--- src/rtl/can_crc_check.sv ---
// CAN CRC-15 calculation and check over a destuffed receive bitstream (SOF through data field).
// Define CAN_CRC_DELIM_CHECK_EN to add the CRC-delimiter form check (DELIM state and delim_err).
module can_crc_check #(
  parameter logic [14:0] POLY = 15'h4599
) (
  input  logic        clk,
  input  logic        rst_n,
  input  logic        bit_valid,
  input  logic        din,
  input  logic        sof,
  input  logic        last_data,
  input  logic        abort,
  output logic        busy,
  output logic [14:0] crc_calc,
  output logic [14:0] crc_rx,
  output logic        crc_done,
  output logic        crc_err,
  output logic        delim_err
);

  localparam logic [2:0] ST_IDLE  = 3'd0;
  localparam logic [2:0] ST_CALC  = 3'd1;
  localparam logic [2:0] ST_RECV  = 3'd2;
`ifdef CAN_CRC_DELIM_CHECK_EN
  localparam logic [2:0] ST_DELIM = 3'd3;
`endif
  localparam logic [2:0] ST_DONE  = 3'd4;

  logic [2:0]  state;
  logic [3:0]  cnt;
  logic [14:0] crc_shift;
  logic [14:0] crc_rx_shift;

  always_comb begin
    crc_shift    = {crc_calc[13:0], 1'b0} ^ ((din ^ crc_calc[14]) ? POLY : 15'h0000);
    crc_rx_shift = {crc_rx[13:0], din};
  end

  assign busy     = (state != ST_IDLE);
  assign crc_done = (state == ST_DONE);

`ifdef CAN_CRC_DELIM_CHECK_EN
  logic delim_err_reg;
  assign delim_err = delim_err_reg;
`else
  assign delim_err = 1'b0;
`endif

  always_ff @(posedge clk or negedge rst_n) begin
    if (!rst_n) begin
      state    <= ST_IDLE;
      cnt      <= 4'd0;
      crc_calc <= 15'h0000;
      crc_rx   <= 15'h0000;
      crc_err  <= 1'b0;
`ifdef CAN_CRC_DELIM_CHECK_EN
      delim_err_reg <= 1'b0;
`endif
    end else if (abort) begin
      state <= ST_IDLE;
    end else if (bit_valid && sof) begin
      if (!din) begin
        // A dominant SOF shifted into a cleared register leaves it cleared.
        state    <= ST_CALC;
        cnt      <= 4'd0;
        crc_calc <= 15'h0000;
        crc_rx   <= 15'h0000;
        crc_err  <= 1'b0;
`ifdef CAN_CRC_DELIM_CHECK_EN
        delim_err_reg <= 1'b0;
`endif
      end else begin
        state <= ST_IDLE;
      end
    end else begin
      case (state)
        ST_CALC: begin
          if (bit_valid) begin
            crc_calc <= crc_shift;
            if (last_data) begin
              state <= ST_RECV;
              cnt   <= 4'd0;
            end
          end
        end
        ST_RECV: begin
          if (bit_valid) begin
            crc_rx <= crc_rx_shift;
            cnt    <= cnt + 4'd1;
            if (cnt == 4'd14) begin
`ifdef CAN_CRC_DELIM_CHECK_EN
              state <= ST_DELIM;
`else
              state   <= ST_DONE;
              crc_err <= (crc_calc != crc_rx_shift);
`endif
            end
          end
        end
`ifdef CAN_CRC_DELIM_CHECK_EN
        ST_DELIM: begin
          if (bit_valid) begin
            delim_err_reg <= ~din;
            crc_err       <= (crc_calc != crc_rx);
            state         <= ST_DONE;
          end
        end
`endif
        ST_DONE: state <= ST_IDLE;
        default: state <= ST_IDLE;
      endcase
    end
  end

endmodule

--- config.mk ---
export PLATFORM = sky130hd
export DESIGN_NAME = can_crc_check
export DESIGN_NICKNAME = d
export VERILOG_FILES = /design/src/rtl/can_crc_check.sv
export SDC_FILE = /design/constraint.sdc
export NUM_CORES = 1
export LEC_CHECK = 0
export ABC_AREA = 1
export BUFFER_PORTS_ARGS = -buffer_cell sky130_fd_sc_hd__buf_4
export CORE_ASPECT_RATIO = 0.7
export CORE_MARGIN = 8
export CORE_UTILIZATION = 45
export CTS_CLUSTER_DIAMETER = 120
export DETAILED_ROUTE_END_ITERATION = 7
export GPL_TIMING_DRIVEN = 0
export PLACE_DENSITY = 0.67
export SYNTH_ARGS = -nofsm -noshare
export SYNTH_HDL_FRONTEND = slang
export SYNTH_SLANG_ARGS = --single-unit
--- constraint.sdc ---
create_clock -name clk -period 2.84 [get_ports clk]
set_clock_uncertainty 0.2 [all_clocks]
set_input_delay 0.568 -clock clk [delete_from_list [all_inputs] [get_ports clk]]
set_output_delay 0.568 -clock clk [all_outputs]
set_load 0.005 [all_outputs]
==> flow_metrics.py <==
metrics = {
    "timing": {
        "rsz0062_at_grt": "false",
        "maxSlewViolCount": 0,
        "setup_viol": 0,
        "max-slew-margin-rel": 0.621,
        "fin_crit_sh": 0.648,
        "fin_tns_setup_ns": 0,
        "min_period_ns": 1.84,
        "timing.fmax_mhz": 544,
        "whs_ns": 0.0376,
        "final-hold-violation-count": 0,
        "tightest_slew_ns": 0.564,
    },
    "routing": {
        "ant_nets": 0,
        "routedWlPerCell_um": 13.3,
        "viasPerCell": 4.82,
        "drc": 0,
        "drt_iter0_markers": 104,
        "finalWirelength_um": 5190,
        "dr.pass1.iters": 4,
        "via_count": 1879,
    },
    "finish": {
        "nNetsFinal": 330,
        "diodes": 0,
        "area_delta_synth_final_pct": 20.7,
        "drive_above_1_share": 0.315,
    },
    "placed_design": {
        "io_buffers": 39,
        "place_congestion": 0.863,
        "dp_hpwl_um": 3860,
    },
    "worst_setup_path": {
        "r2r-start": "state[0]$_DFFE_PN0P_",
        "critPathLaunch": "state[1]$_DFFE_PN0P_",
        "path_max_fanout": 4,
        "cp.arrival_ns": 1.07,
        "criticalPathCategory": "reg -> out",
        "worstSetupEndpointType": "output port",
        "startpoint_type": "register",
        "worst_ep_required_time_ns": 2.07,
    },
    "clocking": {
        "cts.sink_count": 38,
        "post_cts_buffers": 0,
        "path_clk_slew_ns": 0.08,
        "htree_levels": 2,
        "cts_buffer_depth": 2,
        "cts_tree": "built",
        "root_buffer": "clkbuf_8",
        "ctsHoldBuffers": 0,
        "postCtsResizedCells": 0,
        "numCtsBuffers": 5,
        "clkLatencyLatePin_ns": 0.29,
    },
    "run_status": {
        "status": "completed",
    },
    "grt": {
        "grt_overflow": 0,
        "grt_max_degree": 39,
        "grt_usage": 0.148,
        "grt_pass1_vias": 1718,
        "antenna_found_initial": 0,
        "grt_pass1_wl_um": 8610,
    },
    "worst_hold_path": {
        "holdCritPathClass": "in -> async",
    },
    "floorplanning": {
        "pin_count": 41,
        "initial_core_util": 0.463,
        "die_h_um": 74.5,
        "core_um2": 4760,
        "die_w_um": 99.6,
        "dieArea_um2": 7420,
        "rows": 21,
    },
    "synthesis": {
        "synthCells": 275,
        "syn-cell-area_um2": 2200,
        "yosys.cell_types.count": 28,
        "syn-num-nets": 284,
        "synth-seq-area-share": 0.432,
        "ys_ff_latch": 38,
        "yosys_warnings": 0,
        "syn_avg_cell_area_um2": 8.01,
    },
    "power_and_ir_drop": {
        "powerDensity_nw_per_um2": 667,
        "p_leak_uw": 0.00137,
        "ir_drop_v": 0.000367,
    },
    "flow_run": {
        "maxCapViolCount": 0,
    },
}
## cell usage after synthesis
master,count,area (um^2)
nand2_1,79,297
dfrtp_1,38,951
inv_1,33,124
nand3_1,25,125
o21ai_2,21,184
nor2_1,12,45.0
o21ai_0,11,55.1
nand2_2,8,50.1
a21oi_1,6,30.0
inv_2,6,22.5
nand3_2,6,60.1
buf_2,3,15.0
buf_6,3,33.8
o21ai_1,3,15.0
buf_4,2,15.0
ha_1,2,25.0
inv_4,2,12.5
nand3_4,2,35.0
nor3_1,2,10.0
o31ai_1,2,15.0
xnor2_1,2,17.5
a21oi_2,1,8.76
buf_8,1,15.0
conb_1,1,3.75
nand4_1,1,6.26
nor3_2,1,10.0
nor4_2,1,12.5
xor2_1,1,8.76
## worst max-delay path: stages, from the launching register on
cell and delay [ns]:
dfrtp_1 0.44, inv_1 0.12, nand3_1 0.09, buf_4 0.14
## metal layers
layer	global-route usage	vias up	share of wire	routed length, um
met5	0	-	0	0
met2	0.202	44	0.40	2090
li1	-	966	-	-
met1	0.212	867	0.54	2780
met3	0.0477	2	0.057	296
met4	0.0451	0	0.0052	27
## placed cells by master, fill, tap and decap left out, drive strengths merged
cell type / instances
ha: 2
buf: 48
xor2: 1
clkbuf: 7
nor2: 12
nor4: 1
xnor2: 2
nor3: 3
inv: 41
conb: 1
a21oi: 7
o21ai: 35
nand3: 33
nand4: 1
nand2: 87
o31ai: 2
dfrtp: 38
## flip-flops by register name (all words and copies together), names as in the netlist
name      flops
crc_rx       15
state         3
crc_calc     15
crc_err       1
cnt           4
## path summary, 6_finish.rpt
kind                                                 end  slack [ns]  cells past startpoint
worst max register to register     crc_rx[7]$_DFFE_PN0P_        1.19                      8
worst min-delay path               crc_rx[2]$_DFFE_PN0P_        0.04                      1
worst min register to register    crc_rx[14]$_DFFE_PN0P_        0.30                      2
worst max-delay path                                busy        1.00                      3
max in group asynchronous       crc_calc[13]$_DFFE_PN0P_        2.06                      1
min in group clk                  crc_rx[14]$_DFFE_PN0P_        0.30                      2
## final cells by class
cell class              instances  area [um^2]
fillers                       456         2100
well taps                      69         86.3
flip-flops and latches         38          951
clock buffers                   7         76.3
plain buffers                   9         78.8
inverters                      41          159
repair buffers                 39          293
multi-input cells             187         1010
## power by group
part	switching [uW]	internal, uW
clock	189	169
sequential	130	658
combinational	316	311
total	634	1140
## cell families (layout without fill, tap and decap cells)
logic type / Yosys count / in the layout / share of synthesized area
AO/OA/AOI/OAI: 44 / 44 / 0.140
buffers and inverters: 50 / 96 / 0.108
flip-flops: 38 / 38 / 0.432
XOR/XNOR: 3 / 3 / 0.0119
adder cells (fa/ha/maj): 2 / 2 / 0.0114
AND/OR/NAND/NOR: 137 / 137 / 0.295
other: 1 / 1 / 0.00170
## stage by stage
stage / instance area, um^2 / power (uW) / instances / utilization / setup WS, ns
global placement: 2580 / 1420 / 383 / 0.543 / 1.04
CTS: 2660 / 1790 / 390 / 0.559 / 1.01
finish: 2660 / 1770 / 390 / 0.559 / 1.00
floorplan: 2200 / 1140 / 275 / - / 1.33
global route: 2660 / 1910 / 390 / 0.559 / 0.933
detailed placement: 2580 / 1430 / 383 / 0.543 / 1.05
No activity file was read; power rests on OpenSTA's default activity.
